File: src/rtl/sort_pkg.sv
// ----------------------------------------------------------------------------
// sort_pkg
//
// Purpose
//   Shared constants for the four-input pipelined sorter and the min/max
//   compare unit it is built from.
//
// Contents
//   c_nstages        number of registered stages in the sorting pipeline
//   c_nelems         number of elements in one set
//   c_nbits_default  default element width
//
// The per-set type (c_nelems elements of p_nbits each) depends on a module
// parameter. A package cannot carry that parameter, so each module that
// needs the type declares it locally from these constants.
// ----------------------------------------------------------------------------
package sort_pkg;

    // Three register stages: one per column of the 5-comparator network.
    localparam int c_nstages = 3;

    // Elements per set.
    localparam int c_nelems = 4;

    // Default element width.
    localparam int c_nbits_default = 8;

endpackage : sort_pkg

File: src/rtl/tut3_verilog_sort_MinMaxUnit.sv
// ----------------------------------------------------------------------------
// tut3_verilog_sort_MinMaxUnit
//
// Purpose
//   Purely combinational unsigned compare-and-swap. This is the single
//   comparator element from which the sorting network is assembled.
//
// Parameters
//   p_nbits   element width (unsigned)
//
// Ports
//   in0      in   p_nbits  first operand
//   in1      in   p_nbits  second operand
//   out_min  out  p_nbits  smaller of the two operands
//   out_max  out  p_nbits  larger of the two operands
//
// On a tie (in0 == in1) in0 is routed to out_max. Both outputs then carry
// the same value, so the choice does not affect a downstream sort.
// ----------------------------------------------------------------------------
module tut3_verilog_sort_MinMaxUnit
    import sort_pkg::*;
#(
    parameter int p_nbits = c_nbits_default
)
(
    input  logic [p_nbits-1:0] in0,
    input  logic [p_nbits-1:0] in1,
    output logic [p_nbits-1:0] out_min,
    output logic [p_nbits-1:0] out_max
);

    always_comb begin
        // NOTE: every output of a combinational block gets a value on every
        // path (here via defaults first); a missed path infers a latch.
        out_min = in1;
        out_max = in0;
        if (in0 < in1) begin
            out_min = in0;
            out_max = in1;
        end
    end

endmodule : tut3_verilog_sort_MinMaxUnit

File: src/rtl/sort_unit_pipe_valrdy.sv
// ----------------------------------------------------------------------------
// sort_unit_pipe_valrdy
//
// Purpose
//   Four-input unsigned sorter. A 5-comparator sorting network built from
//   tut3_verilog_sort_MinMaxUnit instances, split into three registered
//   stages with val/rdy handshakes on both sides. It sustains one set per
//   cycle. Backpressure collapses bubbles: an empty stage still fills while a
//   downstream stage is stalled.
//
//   Network (pos i <- min, pos j <- max):
//     stage 1 : (0,1) (2,3)
//     stage 2 : (0,2) (1,3)
//     stage 3 : (1,2)
//
// Parameters
//   p_nbits   element width (unsigned)
//
// Ports
//   clk       in   1        clock, rising edge
//   reset     in   1        asynchronous, active-high; clears all state
//   in_val    in   1        input set valid
//   in_rdy    out  1        block accepts an input set this cycle
//   in0..in3  in   p_nbits  unsorted elements
//   out_val   out  1        sorted set valid
//   out_rdy   in   1        consumer accepts the sorted set this cycle
//   out0..3   out  p_nbits  sorted elements, out0 <= out1 <= out2 <= out3
//   busy      out  1        at least one stage holds a valid set
// ----------------------------------------------------------------------------
module sort_unit_pipe_valrdy
    import sort_pkg::*;
#(
    parameter int p_nbits = c_nbits_default
)
(
    input  logic               clk,
    input  logic               reset,

    input  logic               in_val,
    output logic               in_rdy,
    input  logic [p_nbits-1:0] in0,
    input  logic [p_nbits-1:0] in1,
    input  logic [p_nbits-1:0] in2,
    input  logic [p_nbits-1:0] in3,

    output logic               out_val,
    input  logic               out_rdy,
    output logic [p_nbits-1:0] out0,
    output logic [p_nbits-1:0] out1,
    output logic [p_nbits-1:0] out2,
    output logic [p_nbits-1:0] out3,

    output logic               busy
);

    // One set of elements; index 0 is the smallest position once sorted.
    typedef logic [c_nelems-1:0][p_nbits-1:0] elem_set_t;

    // ------------------------------------------------------------------
    // Pipeline state
    //   vld[k] is the valid bit of stage k+1 (v1, v2, v3).
    //   r1..r3 hold the set that leaves each stage.
    // ------------------------------------------------------------------
    logic [c_nstages-1:0] vld;
    elem_set_t            r1;
    elem_set_t            r2;
    elem_set_t            r3;

    // Combinational network outputs feeding each register.
    elem_set_t            s1;
    elem_set_t            s2;
    elem_set_t            s3;

    // Handshake/advance strobes.
    logic                 adv3;   // stage 3 hands its set to the consumer
    logic                 go3;    // stage 2 -> stage 3 transfer
    logic                 go2;    // stage 1 -> stage 2 transfer
    logic                 go1;    // input   -> stage 1 transfer

    // ------------------------------------------------------------------
    // Stage 1 network: (0,1) (2,3) on the raw inputs.
    // ------------------------------------------------------------------
    tut3_verilog_sort_MinMaxUnit #(.p_nbits(p_nbits)) u_s1_01 (
        .in0     (in0),
        .in1     (in1),
        .out_min (s1[0]),
        .out_max (s1[1])
    );

    tut3_verilog_sort_MinMaxUnit #(.p_nbits(p_nbits)) u_s1_23 (
        .in0     (in2),
        .in1     (in3),
        .out_min (s1[2]),
        .out_max (s1[3])
    );

    // ------------------------------------------------------------------
    // Stage 2 network: (0,2) (1,3). Afterwards pos 0 holds the global
    // minimum and pos 3 the global maximum.
    // ------------------------------------------------------------------
    tut3_verilog_sort_MinMaxUnit #(.p_nbits(p_nbits)) u_s2_02 (
        .in0     (r1[0]),
        .in1     (r1[2]),
        .out_min (s2[0]),
        .out_max (s2[2])
    );

    tut3_verilog_sort_MinMaxUnit #(.p_nbits(p_nbits)) u_s2_13 (
        .in0     (r1[1]),
        .in1     (r1[3]),
        .out_min (s2[1]),
        .out_max (s2[3])
    );

    // ------------------------------------------------------------------
    // Stage 3 network: (1,2) settles the middle pair; the ends are
    // already final and pass straight through.
    // ------------------------------------------------------------------
    tut3_verilog_sort_MinMaxUnit #(.p_nbits(p_nbits)) u_s3_12 (
        .in0     (r2[1]),
        .in1     (r2[2]),
        .out_min (s3[1]),
        .out_max (s3[2])
    );

    assign s3[0] = r2[0];
    assign s3[3] = r2[3];

    // ------------------------------------------------------------------
    // Flow control. The chain runs from out_rdy back to in_rdy, so a full
    // pipe still accepts in the cycle it emits. in_val enters only go1,
    // never in_rdy, which keeps the handshake free of combinational loops
    // through an upstream block.
    // ------------------------------------------------------------------
    always_comb begin
        adv3   = 1'b0;
        go3    = 1'b0;
        go2    = 1'b0;
        in_rdy = 1'b0;
        go1    = 1'b0;

        adv3   = vld[2] & out_rdy;
        go3    = vld[1] & (~vld[2] | adv3);
        go2    = vld[0] & (~vld[1] | go3);
        in_rdy = ~vld[0] | go2;
        go1    = in_val & in_rdy;
    end

    // ------------------------------------------------------------------
    // Valid bits. A stage is occupied next cycle if it is loaded now, or
    // if it already holds a set that is not moving on.
    // ------------------------------------------------------------------
    always_ff @(posedge clk or posedge reset) begin
        if (reset) begin
            vld <= '0;
        end else begin
            // NOTE: flops are written with <= so every stage samples the
            // pre-edge value of its neighbour; = here would shift a set
            // through several stages in one clock.
            vld[0] <= go1 | (vld[0] & ~go2);
            vld[1] <= go2 | (vld[1] & ~go3);
            vld[2] <= go3 | (vld[2] & ~adv3);
        end
    end

    // ------------------------------------------------------------------
    // Data registers. Each loads only on its own go strobe and otherwise
    // holds, which keeps out0..out3 stable while the consumer stalls and
    // keeps X/Z on idle input lanes out of the pipeline.
    // ------------------------------------------------------------------
    always_ff @(posedge clk or posedge reset) begin
        if (reset) begin
            // NOTE: the data registers are cleared as well as the valid
            // bits so the outputs read 0 out of reset instead of stale data.
            r1 <= '0;
            r2 <= '0;
            r3 <= '0;
        end else begin
            if (go1) begin
                r1 <= s1;
            end
            if (go2) begin
                r2 <= s2;
            end
            if (go3) begin
                r3 <= s3;
            end
        end
    end

    // ------------------------------------------------------------------
    // Outputs
    // ------------------------------------------------------------------
    assign out_val = vld[2];
    assign out0    = r3[0];
    assign out1    = r3[1];
    assign out2    = r3[2];
    assign out3    = r3[3];
    assign busy    = |vld;

endmodule : sort_unit_pipe_valrdy

File: config.mk
export PLATFORM = sky130hd
export DESIGN_NAME = sort_unit_pipe_valrdy
export DESIGN_NICKNAME = d
export VERILOG_FILES = /design/src/rtl/sort_pkg.sv /design/src/rtl/tut3_verilog_sort_MinMaxUnit.sv /design/src/rtl/sort_unit_pipe_valrdy.sv
export SDC_FILE = /design/constraint.sdc
export NUM_CORES = 1
export LEC_CHECK = 0
export ABC_AREA = 1
export BUFFER_PORTS_ARGS = -buffer_cell sky130_fd_sc_hd__buf_2
export CAP_MARGIN = 20
export CORE_ASPECT_RATIO = 1.75
export CORE_MARGIN = 8
export CORE_UTILIZATION = 55
export CTS_BUF_LIST = sky130_fd_sc_hd__clkbuf_4
export CTS_CLUSTER_SIZE = 40
export DETAILED_ROUTE_END_ITERATION = 16
export PLACE_DENSITY = 0.73
export SLEW_MARGIN = 5
export SYNTH_ARGS = -nofsm -noshare
export SYNTH_HDL_FRONTEND = slang
export SYNTH_SLANG_ARGS = --single-unit
File: constraint.sdc
create_clock -name clk -period 3.38 [get_ports clk]
set_clock_uncertainty 0.2 [all_clocks]
set_input_delay 0.338 -clock clk [delete_from_list [all_inputs] [get_ports clk]]
set_output_delay 0.338 -clock clk [all_outputs]
set_load 0.01 [all_outputs]
==> metrics.txt <==
status completed; CTS tree done; Slew headroom 40.29%; Clock power frac 12.5%; synthesized area per cell 7.275 µm²; Post-Synthesis Cells 809; Worst-path clk slew 0.15 ns; routed vias 5182; Post-Syn Nets 880; CTS HTree Levels 3; Leak 3.833 nW; Yosys reg bits 99; area of the core 10570 µm²; actual slew at the worst max-slew pin 0.8946 ns; unrepaired setup endpoints after global routing false; Worst R2R Path Depth 8; Rows 50; starting DRC count in detailed routing 227; hold_ws 0.02461 ns; Sw Ratio 43.84%; Worst setup EP type flop; postcts setup bufs 0; Num CTS Buffers 9; total track usage 19.06%; largest net degree at the start of global routing 44; worst-case clock buffer depth 2; Worst Hold Class input port to flop; drt wl/cell 13.00 µm; GR Layer Usage met2 35.39%; die height 152.8 µm; final hold vios 0; IO Count 71; final core occ 60.78%; Area Growth Syn to Fin 9.184%; sequential area share after synthesis 42.09%; Die W 94.20 µm; CP endpoint r1[23]; final wirelength 13060 µm; DR pass1 iterations 4; fin crit period 2.288 ns; Flop pwr share 41.6%; area occupied by multi-input gates 2773 µm²; Int Pwr 2.549 mW; gr ovfl total 0; Mapped Area 5886 µm²; post-route insts no fill 1005; Tcrit/Tclk final 67.70%; wire length of the first global-routing pass 22600 µm; via/cell ratio 5.156; Worst-Skew Late Latency 0.45 ns; crit path launch type input port; critical path class input port to flop; Initial Util 55.67%; CP Max Fanout 17; met1 usage 19.76%; port bufs 70; Final Setup Violations 0; P_sw 1.990 mW; Post-route DRC 0; setup slack, reg-to-reg 1.15 ns; Power Density 706.3 nW/µm²; FF/Latch Area 2477 µm²; Critical R2R Capture out2[0]; clk sink count 99; fin. max-slew vios 0; busiest grt layer met2; Setup TNS 0 ns; RePlAce Congestion 0.9428; # nets final 940; vias in the first global route 5181; Reg-to-Reg Start r2[21]; Post-DRT Antenna Nets 0; die footprint 14400 µm²; placed cells 976; Yosys warnings 0; arrival time worst endpoint 2.48 ns; Max Clk Rate 0.4370 GHz; Max-Cap Viols 0; synth unique cells 16; DPL Wire Length 10300 µm; maximum vdd drop 393.7 µV; Combinational Power Share 46.0%; layout cells sized above 1 13.16%; Root Buffer clkbuf_4; M3 GR Usage 2.697%; WP data required 3.57 ns; worst setup path start in2[6]; antenna violations before repair 1; Layout fillers 1038
==> routing by layer <==
metal  share of wire [%]  wire length (µm)
met5                   0                 0
met4                 3.2               414
met3                 3.7               480
met2                  54              7040
met1                  39              5125
==> layout make-up <==
cell class	instances	share of cell area (%)
Multi-Input combinational cell	571	43.15
Clock inverter	6	0.7399
Sequential cell	99	38.55
Antenna cell	1	0.03894
Inverter	101	5.919
Tap cell	130	2.531
Clock buffer	10	1.168
Timing Repair Buffer	87	7.905
==> through the flow <==
stage	power [mW]	setup slack, ns	area (µm²)
finish	4.539	1.092	6426
global route	4.966	0.9591	6426
CTS	4.578	1.119	6424
detailed placement	3.999	1.078	6181
global placement	3.896	1.118	6181
floorplan	3.522	0.2516	5886
==> synthesized netlist by cell type, drive strengths merged <==
cell | number | share of area (%)
clkbuf | 3 | 0.19
o21a | 5 | 0.64
ha | 35 | 7.4
nand3 | 160 | 14
a21oi | 13 | 1.1
nor2 | 9 | 0.62
nand2 | 349 | 24
dfrtp | 99 | 42
inv | 101 | 6.4
buf | 35 | 4.2
==> kinds of logic after synthesis <==
family,after synthesis,synth area share [%]
compound gates,18,1.743
fa+ha+maj,35,7.440
buf+inv,139,10.80
flops,99,42.09
simple gates,518,37.93
==> placed cells by master, fill, tap and decap left out, drive strengths merged <==
cell,Yosys,final
buf,35,75
dlygate4sd3,0,12
ha,35,35
inv,101,103
dfrtp,99,99
o21a,5,5
nand3,160,160
nor2,9,9
clkinvlp,0,1
clkbuf,3,10
clkinv,0,3
diode,0,1
a21oi,13,13
nand2,349,349
==> critical path, cell delays in order <==
cell	delay, ns
dlygate4sd3_1	0.53
buf_2	0.13
ha_1	0.29
nand2_1	0.09
o21a_1	0.51
nand2_4	0.22
nand2_1	0.10
nand3_1	0.16
nand2_1	0.11
==> sequential cells by signal, summed over array words and instances (netlist names) <==
| signal | count |
|---|---|
| r2 | 32 |
| r1 | 32 |
| out2 | 8 |
| out1 | 8 |
| out0 | 8 |
| vld | 3 |
| out3 | 8 |
==> how the worst min path moves through the flow <==
stage                        from       to  slack [ns]  cells after the start
after floorplan            in_val   vld[0]        0.24                      2
after global routing       in3[6]   r1[22]        0.02                      5
final                      in1[2]    r1[2]        0.02                      5
after CTS                  in1[2]    r1[2]       0.002                      5
after global placement      reset    r2[7]        0.26                      2
after detailed placement  out3[1]  out3[1]        0.26                      2
==> power by group through the flow <==
stage          Sequential, mW  Clock [mW]  Combinational [mW]
2_1_floorplan            1.93           0                1.60
3_3_place_gp             1.89           0                2.00
3_5_place_dp             1.91           0                2.09
4_1_cts                  1.89       0.586                2.10
5_1_grt                  1.94       0.628                2.40
6_report                 1.89       0.566                2.09
==> timing repair <==
item | in CTS | in global routing
hold buffers | 12 | 0
gates resized for setup | 0 | 0
endpoints found under the hold margin | 52 | 0
No activity file was read; power rests on OpenSTA's default activity.
